$ cat src/rtl/cpu7_icu_fetch.sv
// cpu7_icu_fetch: instruction-fetch bus unit feeding the IFU.
// Takes one ic1 fetch request at a time, reads the enclosing 8-byte-aligned
// doubleword as two 32-bit beats on the SRAM-like instruction bus, and
// returns it as a single 64-bit ic2 data pulse. A cancel abandons the
// current fetch; address beats already issued are remembered in drop_q and
// their data is swallowed when it comes back.
// Optional feature: define CPU7_ICU_LINEBUF_EN for a one-entry 64-bit line
// buffer that serves repeat fetches of the same doubleword without bus traffic.
//
// Handshakes: ic1 transfers when ifu_icu_req_ic1 && icu_ifu_ack_ic1 in the
// same cycle. The bus address beat transfers when inst_sram_req &&
// inst_sram_addr_ok; once inst_sram_req rises, it and inst_sram_addr are held
// unchanged until that happens. Each inst_sram_data_ok returns one beat, in
// issue order.
module cpu7_icu_fetch (
  input  logic        clk,
  input  logic        resetn,
  input  logic        ifu_icu_req_ic1,
  input  logic [31:0] ifu_icu_addr_ic1,
  output logic        icu_ifu_ack_ic1,
  input  logic        ifu_icu_cancel,
  output logic [63:0] icu_ifu_data_ic2,
  output logic        icu_ifu_data_valid_ic2,
  input  logic        ifu_icu_inv,
  output logic        inst_sram_req,
  output logic [31:0] inst_sram_addr,
  input  logic        inst_sram_addr_ok,
  input  logic        inst_sram_data_ok,
  input  logic [31:0] inst_sram_rdata,
  output logic [2:0]  dbg_state_o,
  output logic [2:0]  dbg_drop_cnt_o
);

`ifdef CPU7_ICU_LINEBUF_EN
  typedef enum logic [2:0] {
    S_IDLE = 3'd0, S_A0 = 3'd1, S_A1 = 3'd2, S_WAIT = 3'd3, S_HOLD = 3'd4, S_HIT = 3'd5
  } state_e;
`else
  typedef enum logic [2:0] {
    S_IDLE = 3'd0, S_A0 = 3'd1, S_A1 = 3'd2, S_WAIT = 3'd3, S_HOLD = 3'd4
  } state_e;
`endif

  state_e      state_q;
  logic        req_q;
  logic [31:0] addr_q;
  logic [28:0] base_q;     // doubleword address of the live fetch
  logic        pend_q;     // a new fetch was acked while sitting in HOLD
  logic [1:0]  issued_q;   // address beats of the live fetch accepted by the bus
  logic [1:0]  ret_q;      // data beats of the live fetch received
  logic [31:0] lo_q;       // beat0 staging so the output holds between pulses
  logic [63:0] data_q;
  logic        valid_q;
  logic [2:0]  drop_q;
  logic [2:0]  drop_d;

  logic        cancel_act;
  logic        in_addr;
  logic        beat_pend;
  logic        drop_beat;
  logic        live_beat;
  logic        beat1_done;
  logic [1:0]  live_out;
  logic [3:0]  drop_sum;
  logic        unused_bits;

  assign icu_ifu_ack_ic1        = ifu_icu_req_ic1 & ((state_q == S_IDLE) | ifu_icu_cancel);
  assign icu_ifu_data_valid_ic2 = valid_q & ~ifu_icu_cancel;
  assign icu_ifu_data_ic2       = data_q;
  assign inst_sram_req          = req_q;
  assign inst_sram_addr         = addr_q;
  assign dbg_state_o            = state_q;
  assign dbg_drop_cnt_o         = drop_q;

  // A cancel in IDLE has nothing to abandon.
  assign cancel_act = ifu_icu_cancel & (state_q != S_IDLE);
  assign in_addr    = (state_q == S_A0) | (state_q == S_A1);
  // An address beat still waiting for addr_ok must finish its handshake.
  assign beat_pend  = (in_addr | (state_q == S_HOLD)) & ~inst_sram_addr_ok;
  assign drop_beat  = inst_sram_data_ok & (drop_q != 3'd0);
  assign live_beat  = inst_sram_data_ok & (drop_q == 3'd0) &
                      ((state_q == S_A1) | (state_q == S_WAIT));
  assign beat1_done = live_beat & (state_q == S_WAIT) & (ret_q == 2'd1) & ~cancel_act;
  assign unused_bits = ^{ifu_icu_inv, ifu_icu_addr_ic1[2:0]};

`ifdef CPU7_ICU_LINEBUF_EN
  logic        lb_valid_q;
  logic [28:0] lb_tag_q;
  logic [63:0] lb_data_q;
  logic        lb_hit;

  assign lb_hit = lb_valid_q & (lb_tag_q == ifu_icu_addr_ic1[31:3]);

  // Line buffer: refilled by every completed live fetch; invalidate wins.
  always_ff @(posedge clk or negedge resetn) begin
    if (!resetn) begin
      lb_valid_q <= 1'b0;
      lb_tag_q   <= '0;
      lb_data_q  <= '0;
    end else if (ifu_icu_inv) begin
      lb_valid_q <= 1'b0;
    end else if (beat1_done) begin
      lb_valid_q <= 1'b1;
      lb_tag_q   <= base_q;
      lb_data_q  <= {inst_sram_rdata, lo_q};
    end
  end
`endif

  // Stale-beat bookkeeping: retire one dropped beat per data_ok, and on a
  // cancel add every beat of the live fetch that will still return data.
  always_comb begin
    live_out = issued_q - ret_q - {1'b0, live_beat};
    drop_sum = {1'b0, drop_q} - {3'b000, drop_beat};
    if (cancel_act) begin
      drop_sum = drop_sum + {2'b00, live_out} + {3'b000, in_addr};
    end
    drop_d = drop_sum[2:0];
  end

  drop_ovf_a: assert property (@(posedge clk) disable iff (!resetn) !drop_sum[3]);

  // Fetch FSM with registered bus request, address and data outputs.
  always_ff @(posedge clk or negedge resetn) begin
    if (!resetn) begin
      state_q  <= S_IDLE;
      req_q    <= 1'b0;
      addr_q   <= '0;
      base_q   <= '0;
      pend_q   <= 1'b0;
      issued_q <= '0;
      ret_q    <= '0;
      lo_q     <= '0;
      data_q   <= '0;
      valid_q  <= 1'b0;
      drop_q   <= '0;
    end else begin
      valid_q <= 1'b0;
      drop_q  <= drop_d;
      if (cancel_act) begin
        issued_q <= '0;
        ret_q    <= '0;
        if (beat_pend) begin
          state_q <= S_HOLD;
          pend_q  <= icu_ifu_ack_ic1;
          if (icu_ifu_ack_ic1) base_q <= ifu_icu_addr_ic1[31:3];
        end else if (icu_ifu_ack_ic1) begin
          base_q <= ifu_icu_addr_ic1[31:3];
`ifdef CPU7_ICU_LINEBUF_EN
          if (lb_hit) begin
            state_q <= S_HIT;
            req_q   <= 1'b0;
            valid_q <= 1'b1;
            data_q  <= lb_data_q;
          end else
`endif
          begin
            state_q <= S_A0;
            req_q   <= 1'b1;
            addr_q  <= {ifu_icu_addr_ic1[31:3], 3'b000};
          end
        end else begin
          state_q <= S_IDLE;
          req_q   <= 1'b0;
        end
      end else begin
        case (state_q)
          S_IDLE: begin
            if (icu_ifu_ack_ic1) begin
              base_q <= ifu_icu_addr_ic1[31:3];
`ifdef CPU7_ICU_LINEBUF_EN
              if (lb_hit) begin
                state_q <= S_HIT;
                valid_q <= 1'b1;
                data_q  <= lb_data_q;
              end else
`endif
              begin
                state_q <= S_A0;
                req_q   <= 1'b1;
                addr_q  <= {ifu_icu_addr_ic1[31:3], 3'b000};
              end
            end
          end
          S_A0: begin
            if (inst_sram_addr_ok) begin
              issued_q <= issued_q + 2'd1;
              addr_q   <= {base_q, 3'b100};
              state_q  <= S_A1;
            end
          end
          S_A1: begin
            if (inst_sram_addr_ok) begin
              issued_q <= issued_q + 2'd1;
              req_q    <= 1'b0;
              state_q  <= S_WAIT;
            end
            if (live_beat) begin
              lo_q  <= inst_sram_rdata;
              ret_q <= 2'd1;
            end
          end
          S_WAIT: begin
            if (live_beat) begin
              if (ret_q == 2'd0) begin
                lo_q  <= inst_sram_rdata;
                ret_q <= 2'd1;
              end else begin
                data_q   <= {inst_sram_rdata, lo_q};
                valid_q  <= 1'b1;
                ret_q    <= '0;
                issued_q <= '0;
                state_q  <= S_IDLE;
              end
            end
          end
          S_HOLD: begin
            if (inst_sram_addr_ok) begin
              if (pend_q) begin
                pend_q  <= 1'b0;
                state_q <= S_A0;
                addr_q  <= {base_q, 3'b000};
              end else begin
                req_q   <= 1'b0;
                state_q <= S_IDLE;
              end
            end
          end
`ifdef CPU7_ICU_LINEBUF_EN
          S_HIT: state_q <= S_IDLE;
`endif
          default: state_q <= S_IDLE;
        endcase
      end
    end
  end

endmodule

$ cat config.mk
export PLATFORM = sky130hd
export DESIGN_NAME = cpu7_icu_fetch
export DESIGN_NICKNAME = d
export VERILOG_FILES = /design/src/rtl/cpu7_icu_fetch.sv
export SDC_FILE = /design/constraint.sdc
export NUM_CORES = 1
export LEC_CHECK = 0
export CAP_MARGIN = 30
export CORE_MARGIN = 2
export CORE_UTILIZATION = 45
export DETAILED_ROUTE_END_ITERATION = 8
export PLACE_DENSITY = 0.84
export SYNTH_ARGS = -nofsm -noshare
export SYNTH_HDL_FRONTEND = slang
export SYNTH_SLANG_ARGS = --single-unit
export TNS_END_PERCENT = 100
$ cat constraint.sdc
create_clock -name clk -period 5.3 [get_ports clk]
set_clock_uncertainty 0.05 [all_clocks]
set_input_delay 1.06 -clock clk [delete_from_list [all_inputs] [get_ports clk]]
set_output_delay 1.06 -clock clk [all_outputs]
set_load 0.02 [all_outputs]
==> metrics list, run 1 <==
- Fin util: between 60 and 70%
- CP max stage cell: clkdlybuf4s50_1
* Reg2Reg Capture Point: lo_q[21]$_DFFE_PN0P_
- Worst setup SP type: primary input
- Max-cap violations in this run came to 0.
- For the pin with the worst max-slew slack, the measured transition is 0.9373 ns.
- Die width: 128.2 um
- Pwr/cell area: 464.1 nW/um^2
- Of the cells placed in the final design, the portion with a size suffix greater than 1 is between 20% and 30%.
* First-pass GRT wire length: about 26 mm
- The startpoint identified for the worst register-to-register timing path is dbg_state_o[0]$_DFFE_PN0P_.
- Number of buffers created by CTS: 17
* Die area: 16,440 um^2
- After technology mapping, the gate count stands at around 500.
- After detailed routing, the number of vias per cell comes to 5.528.
- The die is ~130 um tall.
- For flop-to-flop paths, the worst setup slack is roughly 2.1 ns.
* Clock transition at path regs: 0.06 ns
- Setup tns final: 0 ns
- For this run, asynchronously set or reset flops after synthesis account for 100.0%.
* Buffers on Ports: ~170
* Top library cells by usage in the layout, fill and taps aside: clkdlybuf4s50_1 (170), dfrtp_1 (169), mux2_2 (126)
- The H-tree generated during clock tree synthesis spans 4 levels.
- Setup violations remaining at the end of the flow were counted as 0.
* Root buffer cell: clkbuf_16
* Via count of the first global-routing pass: around 5,200
- Cell-by-cell trace of the critical path: clkdlybuf4s50_1, o21ai_4, inv_1, clkdlybuf4s50_1
- After global routing the overflow that remains totals 0.
- In this run, post-CTS repair resized a total of 0 instances.
- In this run the tightest slew margin relative to its limit is a little under two fifths.
- DRT antenna net count: 0
- Entering global routing, the biggest net connects roughly 110 pins.
- Number of cell instances on the worst register-to-register path: 4
- Number of DRC markers in iteration 0: roughly 300
* Count of nets after finishing: around 740
- Req. time, crit path: ~4.2 ns
- Final hold violation count: 0
- Pin placement for this block handled ~180 I/O pins.
- Post-CTS Hold Fix Bufs: 0
* Min-Delay Path Depth: 1
* Kind of critical path: in2out
- Part of the Yosys area used for sequential elements: between 60% and 70%
- For this configuration, the core starts out at a cell density of between 40% and 50%.
- Crit path max fanout: 22
* EDFF count, synth: 0
- STA classifies the critical path endpoint as a primary output.
- Number of vias after detailed routing: about 4,700
- Std-Cell Core Area: 15,150 um^2
- HP Class: reg2reg
* Post-route clock period utilization: between 70 and 80%
- In this run the post-CTS setup repair buffer count came out at 0.
- The cell that appears most often on the critical path is clkdlybuf4s50_1.
- Endpoint of the worst hold-timing path: lo_q[3]$_DFFE_PN0P_
- CTS tree: built
- RSZ-0062 raised after global routing: false
* # clock sinks: 169
* Worst stage delay on the critical path: between 1 and 1.5 ns
- No sink is reached through more buffers than the 2 on the longest clock path.
- Synth unique cells: 43
- Number of nets in the synthesized netlist: approximately 570
* Fill count: ~1,100
- Count of yosys warnings during synthesis: 0
* Outcome: completed
- The area growth from synthesis to layout is 34.84%.
* DRC violations left: 0
- Post-detailed-routing wire length: 15.92 mm
- Antenna cell count: 0
* Final min period: approximately 4 ns
* F_max: about 250 MHz
- Across the VDD grid, the largest voltage drop is roughly 0.32 mV.
- Site Rows: 45
- Mean routed wirelength per cell: between 15 and 20 um
- Clock network latency to the later pin of the worst-skew pair: roughly 0.42 ns
* CP arrival: 2.91 ns
- In this run the cell area of the synthesized design comes to 6942 um^2.
- Leaving out fill and tap cells, the most frequent cell in the layout is clkdlybuf4s50_1.
- Global routing used 20.33% of the available tracks across all layers.
- Leakage power summed over all cells: approximately 4.2 nW
* Multi-input combinational cell area: roughly 2500 um^2
- Before antenna repair, the detailed router went through 4 iterations.
- Number of flip-flops and latches in the synthesized netlist: between 150 and 200
- Placer Congestion: about 0.85
- Average instance area after synthesis: about 14 um^2
- Area used by sequential logic in the layout: between 4000 and 5000 um^2
- Number of antenna violations at the first check in global routing: 0
* Hold wc startpoint: lo_q[3]$_DFFE_PN0P_
* Most frequently used flop master after synthesis: dfrtp_1
- The HPWL after detailed placement is between 10 and 15 mm.
- The max-slew violation total from the final report came to 0.
## synthesized netlist by cell type (4+ instances only)
library cell,count,area (um^2)
o22ai_1,31,193.9
nand2b_1,4,25.02
xor2_1,5,43.79
dfrtp_1,169,4229
mux2_2,126,1419
nor2b_1,9,56.30
a2bb2oi_1,29,254.0
nand2_1,5,18.77
buf_2,14,70.07
nor3_1,5,25.02
a21oi_1,9,45.04
inv_1,10,37.54
clkbuf_1,20,75.07
o21ai_0,6,30.03
nand3_1,6,30.03
nor2_1,11,41.29
## registers in the layout, indices dropped and copies added (netlist names)
register,count
lo_q,32
ret_q,1
dbg_state_o,3
dbg_drop_cnt_o,3
valid_q,1
inst_sram_req,1
issued_q,2
inst_sram_addr,32
base_q,29
pend_q,1
icu_ifu_data_ic2,64
## critical path, delay by kind of cell
family | cells | cell delay (ns)
buffers and inverters | 3 | 1.73
AO/OA/AOI/OAI | 1 | 0.12
## area by class of cell
| class | instances | area share [%] |
|---|---|---|
| flip-flops and latches | 169 | 45.18 |
| multi-input cells | 282 | 27.19 |
| repair buffers | 178 | 18.99 |
| clock buffers | 19 | 4.732 |
| well taps | 188 | 2.513 |
| clock inverters | 12 | 0.9892 |
| inverters | 10 | 0.4010 |
## routing by layer
layer	routed length [um]	GRT usage, %	vias to the layer above
met5	0	0	-
met4	470	8.791	0
met3	616	4.299	36
met2	8521	34.89	143
met1	6306	24.87	2422
li1	-	-	2142
## stage by stage
stage / hold WS [ns] / setup slack, ns / total power, W / instance area (um^2) / std cells
6_report: 0.4510 / 1.281 / 0.004344 / 9360 / 858
5_1_grt: 0.4595 / 1.180 / 0.004582 / 9360 / 858
4_1_cts: 0.4545 / 1.284 / 0.004377 / 9360 / 858
3_5_place_dp: 0.4394 / 1.236 / 0.003233 / 8825 / 827
3_3_place_gp: 0.4292 / 1.332 / 0.003155 / 8825 / 827
2_1_floorplan: 0.4228 / 1.955 / 0.002658 / 6942 / 497
## power by group
| group | internal (W) | switching, W | total (W) | leakage (nW) |
|---|---|---|---|---|
| Combinational | 0.000726 | 0.000711 | 0.00144 | 1.81 |
| Sequential | 0.00157 | 0.000206 | 0.00178 | 2.18 |
| Clock | 0.000614 | 0.000512 | 0.00113 | 0.253 |
| Total | 0.00291 | 0.00143 | 0.00434 | 4.24 |
## logic make-up (layout without fill, tap and decap cells)
| kind of cell | count (synthesis) | after routing | synth area share, % |
|---|---|---|---|
| flops | 169 | 169 | 60.92 |
| mux | 129 | 129 | 20.87 |
| compound gates | 94 | 94 | 9.679 |
| simple gates | 46 | 46 | 3.479 |
| buf+inv | 46 | 219 | 2.740 |
| fa+ha+maj | 7 | 7 | 1.550 |
| xor+xnor | 6 | 6 | 0.7570 |
## how the worst max path moves through the flow
stage	startpoint	to	slack (ns)	depth (start not counted)
after floorplan	ifu_icu_cancel	icu_ifu_ack_ic1	1.95	5
after global placement	ifu_icu_cancel	icu_ifu_ack_ic1	1.33	4
after detailed placement	ifu_icu_cancel	icu_ifu_data_ic2[20]$_DFFE_PN0P_	1.24	6
after CTS	ifu_icu_cancel	icu_ifu_ack_ic1	1.28	4
after global routing	ifu_icu_cancel	icu_ifu_ack_ic1	1.18	4
final	ifu_icu_cancel	icu_ifu_ack_ic1	1.28	4
Power figures use the tool's default switching activity.
==> run 2: changes to the inputs <==
==> constraint.sdc (replaced) <==
create_clock -name clk -period 3.9 [get_ports clk]
set_clock_uncertainty 0.05 [all_clocks]
set_input_delay 0.78 -clock clk [delete_from_list [all_inputs] [get_ports clk]]
set_output_delay 0.78 -clock clk [all_outputs]
set_load 0.02 [all_outputs]
==> run 2 against run 1 <==
Effect of this change:
- non-clock buffer count up 1
- final cell count up 0.23%
- critical path depth did not move
- global-route usage is 0.42 points higher
- hold slack got worse by 0.23 ns
- combinational power increased by 36%
- largest power group unchanged
==> metrics list, run 2 (synthesis results as in run 1) <==
- The run finished with clean final reports.
* Post-CTS Hold Fix Bufs: 0 (unchanged)
- Clock network latency to the later pin of the worst-skew pair: 0.43 ns (about the same)
- Die area: 16,440 um^2 (unchanged)
- The number of vias per cell came to 5.429 (-1.8%).
- The minimum setup slack in the final design came to 0.4739 ns (-0.8068 ns).
- Total buffers and inverters traversed by the critical path: 2 (-1)
* Clock transition at path regs: 0.07 ns (about the same)
- The total number of H-tree levels was 4 (unchanged).
- Grouping stages by cell kind, the critical path spends the most delay in simple AND/OR/NAND/NOR gates.
- Leakage power summed over all cells: 4.300 nW (+1.5%)
- The die extent in x came to 128.2 um (unchanged).
- Setup tns final: 0 ns (unchanged)
* Worst setup SP type: flop
* Die extent in y: 128.2 um (unchanged)
- Worst stage delay on the critical path: 0.71 ns (-0.30 ns)
- The number of vias in the routed layout is 4,669 (-1.6%).
- Req. time, crit path: 3.07 ns (-1.12 ns)
- The via count of the first global-routing pass was 5,006 (-2.9%).
- TritonCTS built the clock tree.
- The number of failing setup endpoints in the final timing report is 0 (unchanged).
- Buffers on Ports: 171 (unchanged)
* Cell-by-cell trace of the critical path: nor3_1, o21ai_4, inv_1, clkdlybuf4s50_1
* Placer Congestion: 0.8601 (+1.8%)
- The number of core rows came to 45 (unchanged).
- # clock sinks: 169 (unchanged)
* Final hold violation count: 0 (unchanged)
- Layout cells sized above 1: 25.45% (+0.37 points)
- The final critical path takes up between 80% and 90% of the cycle.
- Final min period: 3.426 ns
- Pwr/cell area: 648.2 nW/um^2 (+40%)
- Kind of critical path: reg2out
- The data arrival at the endpoint of the critical path was 2.60 ns (-0.31 ns).
* Number of buffers created by CTS: 17 (unchanged)
- The I/O pin total came to 176 (unchanged).
- Relative area change from synthesis to final layout: 36.54%
- The count of routing violations after the opening detailed-route iteration is 362 (+18%).
- The placed wire-length estimate was 10.87 mm (+1.4%).
- The headroom to the max-slew limit was 41.80% (+4.3 points).
- The logic depth of the worst register-to-register path came to 4 (unchanged).
- On the critical path, the stage with the largest delay is an instance of nor3_1.
- Number of buffers added for setup after CTS: 0 (unchanged)
- The initial cell density of the core is 45.83% (unchanged).
- The post-cts sizing count came to 0 (unchanged).
* Fill count: 1,141 (+0.26%)
- Max Root-Sink Buffers: 2 (unchanged)
- Std-Cell Core Area: 15,150 um^2 (unchanged)
* Source of the worst register-to-register timing path: dbg_state_o[0]$_DFFE_PN0P_
* F_max: roughly 290 MHz
* Post-detailed-routing wire length: 16.24 mm (+2.1%)
- Crit path max fanout: 26 (+18%)
- Critical Path Sink Type: primary output
* Gr usage total: 20.75% (+0.42 points)
- Number of antenna violations at the first check in global routing: 0 (unchanged)
* Mean routed wirelength per cell: 18.89 um (+1.8%)
- RSZ-0062 raised after global routing: false
- The library cells used most frequently in the layout, excluding fill and tap cells, are clkdlybuf4s50_1 (170), dfrtp_1 (169), mux2_2 (126).
* First-pass GRT wire length: 26.38 mm (+0.68%)
- Leaving out fill and tap cells, the most frequent cell in the layout is clkdlybuf4s50_1.
- Root buffer cell: clkbuf_16
- Antenna cell count: 0 (unchanged)
- DRC violations left: 0 (unchanged)
- The pin count of the biggest net entering global routing is 72 (-32%).
- The worst hold path belongs to the class in2async.
- The final global-route overflow total is 0 (unchanged).
* Reg2Reg Capture Point: lo_q[23]$_DFFE_PN0P_
- Max-slew violation count: 0 (unchanged)
- DRT antenna net count: 0 (unchanged)
- Worst setup slack for register-to-register paths: 0.80 ns (-1.33 ns)
- Max FFs per register: 64 (unchanged)
* Count of max-cap constraint violations: 0 (unchanged)
- Worst vdd ir: 0.3497 mV (+8.4%)
- The total number of nets in the final design was 736 (+0.14%).
- Transition time at the pin with the least slew margin: 0.8721 ns (-0.06523 ns)
- The first-pass detailed-route iteration total came to 4 (unchanged).
- The worst setup slack before clock tree synthesis is 0.7227 ns (-0.5135 ns).
[run 2: worst max-delay path by stage]
stage                                    start                           to  slack [ns]  cells past startpoint
CTS                 dbg_state_o[0]$_DFFE_PN0P_              icu_ifu_ack_ic1        0.45                      4
finish              dbg_state_o[0]$_DFFE_PN0P_              icu_ifu_ack_ic1        0.47                      4
floorplan           dbg_state_o[1]$_DFFE_PN0P_  dbg_drop_cnt_o[1]$_DFF_PN0_        1.10                     10
global route        dbg_state_o[0]$_DFFE_PN0P_              icu_ifu_ack_ic1        0.30                      4
global placement             inst_sram_data_ok  dbg_drop_cnt_o[1]$_DFF_PN0_        0.75                      8
detailed placement              ifu_icu_cancel          lo_q[0]$_DFFE_PN0P_        0.72                      5
[run 2: cell type report]
| cell class | instances | area [um^2] | area share [%] |
|---|---|---|---|
| flip-flops and latches | 169 | 4229 | 44.62 |
| multi-input cells | 282 | 2545 | 26.85 |
| repair buffers | 179 | 1818 | 19.18 |
| clock buffers | 17 | 425.4 | 4.488 |
| well taps | 188 | 235.2 | 2.482 |
| clock inverters | 15 | 187.7 | 1.980 |
| inverters | 10 | 37.54 | 0.3960 |
[run 2: per-stage QoR]
step	util (%)	cell area, um^2	std cells	total power (W)	hold slack [ns]
final	62.58	9478	860	0.006143	0.2242
after global placement	58.35	8837	827	0.004288	0.4321
after global routing	62.58	9478	860	0.006451	0.2399
after detailed placement	58.53	8865	828	0.004396	0.4400
after floorplan	-	6942	497	0.003612	0.4228
after CTS	62.58	9478	860	0.006179	0.2264
[run 2: where the power goes]
group	internal (W)	switching [W]	total [W]
Combinational	0.000990	0.000968	0.00196
Sequential	0.00214	0.000284	0.00242
Clock	0.00102	0.000740	0.00176
Total	0.00415	0.00199	0.00614
[run 2: worst register-to-register path: stages (launching register included)]
cell      delay [ns]
dfrtp_1         0.66
nor3_1          0.72
nand2b_1        0.27
nand3_2         0.69
mux2_2          0.58
[run 2: routing by layer]
layer  track usage [%]  up-vias  wire [um]
met5                 0        -          0
met4             9.955        0        527
met3             4.633       38        555
met2             35.36      101       8640
met1             25.00     2386       6520
li1                  -     2144          -
==> run 3: changes to the inputs <==
--- a/config.mk
+++ b/config.mk
@@ -7,9 +7,9 @@
 export LEC_CHECK = 0
 export CAP_MARGIN = 30
 export CORE_MARGIN = 2
-export CORE_UTILIZATION = 45
+export CORE_UTILIZATION = 44
 export DETAILED_ROUTE_END_ITERATION = 8
-export PLACE_DENSITY = 0.84
+export PLACE_DENSITY = 0.86
 export SYNTH_ARGS = -nofsm -noshare
 export SYNTH_HDL_FRONTEND = slang
 export SYNTH_SLANG_ARGS = --single-unit
==> constraint.sdc (replaced) <==
create_clock -name clk -period 2.8 [get_ports clk]
set_clock_uncertainty 0.05 [all_clocks]
set_input_delay 0.56 -clock clk [delete_from_list [all_inputs] [get_ports clk]]
set_output_delay 0.56 -clock clk [all_outputs]
set_load 0.02 [all_outputs]
==> run 3 against run 2 <==
Effect of this change:
- setup slack got worse by 0.35 ns
- die area increased by 2.2%
- sequential power increased by 37%
- clock-buffer cell count unchanged
- hold slack got worse by 0.13 ns
- global-route usage is 0.85 points lower
- total power increased by 39%
- register-to-register slack worse by 0.52 ns
- critical path depth grew 1
- via count rose by 2.8%
- final area is 1.5% higher
- critical path type unchanged
==> metrics list, run 3 (synthesis results as in run 1) <==
- Top library cells by usage in the layout, fill and taps aside: clkdlybuf4s50_1 (170), dfrtp_1 (169), mux2_2 (126)
* Number of buffers added for setup after CTS: 0 (unchanged)
- Worst setup SP type: flop
* Buffers on Ports: 171 (unchanged)
* CP arrival: 2.07 ns (-0.53 ns)
* Worst setup slack for register-to-register paths: 0.28 ns (-0.52 ns)
- Kind of critical path: reg2out
* Final worst-path setup slack: 0.1231 ns (-0.3508 ns)
* Layout Cell Area excl Fill: 9617 um^2 (+1.5%)
- Site Rows: 45 (unchanged)
* Drt first pass iters: 5 (+1)
* Source of the worst register-to-register timing path: dbg_drop_cnt_o[2]$_DFF_PN0_
- The pin slew with the least headroom to its limit came to 0.6678 ns (-0.2042 ns).
- Leakage power summed over all cells: 4.367 nW (+1.5%)
* Reg2Reg Capture Point: dbg_drop_cnt_o[1]$_DFF_PN0_
- Cells after DPL: 863 (+4.2%)
* Worst vdd ir: 0.4925 mV (+41%)
- STA classifies the critical path endpoint as a primary output.
* Fraction of power spent switching nets: 31.84% (-0.58 points)
- Relative area change from synthesis to final layout: 38.54%
- The final global-route overflow total came to 0 (unchanged).
- The number of vias per cell is 5.367 (-1.1%).
* DRC violations left: 0 (unchanged)
- CTS placed an instance of clkbuf_16 at the clock tree root.
- DP Area: 9014 um^2 (+1.7%)
- Die area: 16,800 um^2 (+2.2%)
- Clock transition at path regs: 0.06 ns (about the same)
- Count of nets after finishing: 748 (+1.6%)
* Number of antenna violations at the first check in global routing: 0 (unchanged)
- The number of clock sinks is 169 (unchanged).
- The via count of the first global-routing pass was 5,070 (+1.3%).
- Logic pwr share: 33.7% (+1.8 points)
- Mean routed wirelength per cell: 18.30 um (-3.1%)
- The most critical setup path has its startpoint at dbg_state_o[1]$_DFFE_PN0P_.
* Commonest non-fill, non-tap cell in the layout: clkdlybuf4s50_1
* Final min period: approximately 2.7 ns
- Die extent in y: 129.6 um (+1.1%)
- The logic depth of the worst register-to-register path came to 8 (+4).
* Max Root-Sink Buffers: 2 (unchanged)
- Pwr/cell area: 889.7 nW/um^2 (+37%)
* Max FFs per register: 64 (unchanged)
- The critical path data required time is 2.19 ns (-0.88 ns).
* Cell-by-cell trace of the critical path: nor3_2, buf_4, o21ai_4, inv_1, clkdlybuf4s50_1
* First-pass GRT wire length: 26.01 mm (-1.4%)
- Crit path max fanout: 4 (-85%)
- The initial cell density of the core was 45.33% (-0.51 points).
- Max-slew violation count: 0 (unchanged)
* RSZ-0062 raised after global routing: false
- The pin count of the biggest net entering global routing came to 88 (+22%).
- The total number of H-tree levels is 4 (unchanged).
- Worst hold-check slack: 0.09711 ns (-0.1271 ns)
- F_max: 373.6 MHz
- TritonCTS built the clock tree.
- In this run the worst hold path is classified as in2async.
- The headroom to the max-slew limit came to 55.48% (+14 points).
- The routability congestion estimate was 0.8467 (-1.6%).
- The share of final-layout standard cells stronger than drive strength 1 was 26.79% (+1.3 points).
- Number of vias after detailed routing: 4,798 (+2.8%)
- Die width: 129.6 um (+1.1%)
- The count of routing violations after the opening detailed-route iteration came to 385 (+6.4%).
- Number of buffers created by CTS: 17 (unchanged)
- Count of max-cap constraint violations: 0 (unchanged)
- Post-detailed-routing wire length: 16.36 mm (+0.74%)
* Switching power of the nets: 0.002725 W (+37%)
- The overall track demand over capacity in global routing came to 19.90% (-0.85 points).
- The flow ran to the end, and the final reports show no timing, DRC or antenna violations.
- Post-route clock period utilization: a little over nine tenths
* Portion of total power attributed to the clock network: 27.7% (-1.0 points)
- The I/O pin total was 176 (unchanged).
* Worst stage delay on the critical path: 0.62 ns (-0.09 ns)
- The area of the core region came to 15,310 um^2 (+1.1%).
- For this design, the slowest cell found on the critical path is clkdlybuf4s50_1.
- Worst setup timing slack at the placement stage: -0.04061 ns (-0.7633 ns)
* Post-DP HPWL: 11.34 mm (+4.3%)
- The hold violation count in the final report is 0 (unchanged).
- The antenna cell count came to 0 (unchanged).
* Final Instance Count excl. Fillers: 894 (+4.0%)
* Final setup fails: 0 (unchanged)
* DRT antenna net count: 0 (unchanged)
* Clock network latency to the later pin of the worst-skew pair: 0.41 ns (-0.02 ns)
- The internal power is 0.005831 W (+40%).
- The share of total power in sequential cells came to 38.6% (-0.8 points).
[run 3: cell count changes in the layout (fill, tap and decap cells not counted)]
cell and change:
buf_12 +4, buf_16 -1, buf_4 +9, clkinv_2 +1
clkinv_4 +1, inv_6 -2, inv_8 -1, nor3_1 -1
nor3_2 +1
[run 3: worst max-delay path by stage]
stage,slack [ns],depth (start not counted),end
finish,0.12,5,icu_ifu_ack_ic1
global route,0.05,5,icu_ifu_ack_ic1
CTS,0.006,5,icu_ifu_ack_ic1
detailed placement,-0.04,8,dbg_drop_cnt_o[1]$_DFF_PN0_
global placement,-0.06,8,dbg_drop_cnt_o[1]$_DFF_PN0_
floorplan,0.001,10,dbg_drop_cnt_o[1]$_DFF_PN0_
[run 3: power by group through the flow]
stage	sequential [W]	combinational, W	clock, W
3_3_place_gp	0.00330	0.00275	0
2_1_floorplan	0.00358	0.00145	0
3_5_place_dp	0.00334	0.00287	0
5_1_grt	0.00336	0.00311	0.00253
4_1_cts	0.00331	0.00288	0.00242
6_report	0.00331	0.00288	0.00237
[run 3: cell type report]
cell class,instances,area (um^2)
fillers,1167,5698
multi-input cells,282,2550
well taps,211,264.0
clock inverters,14,172.7
flip-flops and latches,169,4229
inverters,10,37.54
repair buffers,191,1938
clock buffers,17,425.4
[run 3: repair_timing]
| item | 4_1_cts | 5_1_grt |
|---|---|---|
| resized for setup | 0 | 1 |
| endpoints found under the setup margin | 0 | 1 |
| endpoints found under the hold margin | 0 | 0 |
| hold buffers | 0 | 0 |
[run 3: metal layers]
layer / GRT usage [%] / up-vias / part of all wire, %
met5: 0 / - / 0
met4: 10.12 / 0 / 3.8
met3: 3.716 / 48 / 4.1
met2: 34.52 / 157 / 53
met1: 23.70 / 2436 / 39
li1: - / 2157 / -
[run 3: critical path: cells and delay by family (launching register included)]
family                 cells  cell delay, ns
AOI/OAI and AO/OA          1            0.07
and+or+nand+nor            1            0.28
buffers and inverters      3            0.90
DFF                        1            0.41
[run 3: through the flow]
stage | TNS, ns | utilization (%) | power, W
final | 0 | 62.79 | 0.008556
after global routing | 0 | 62.79 | 0.008998
after CTS | 0 | 62.76 | 0.008611
after detailed placement | -0.06138 | 58.86 | 0.006215
after global placement | -0.05796 | 58.86 | 0.006052
after floorplan | 0 | - | 0.005030
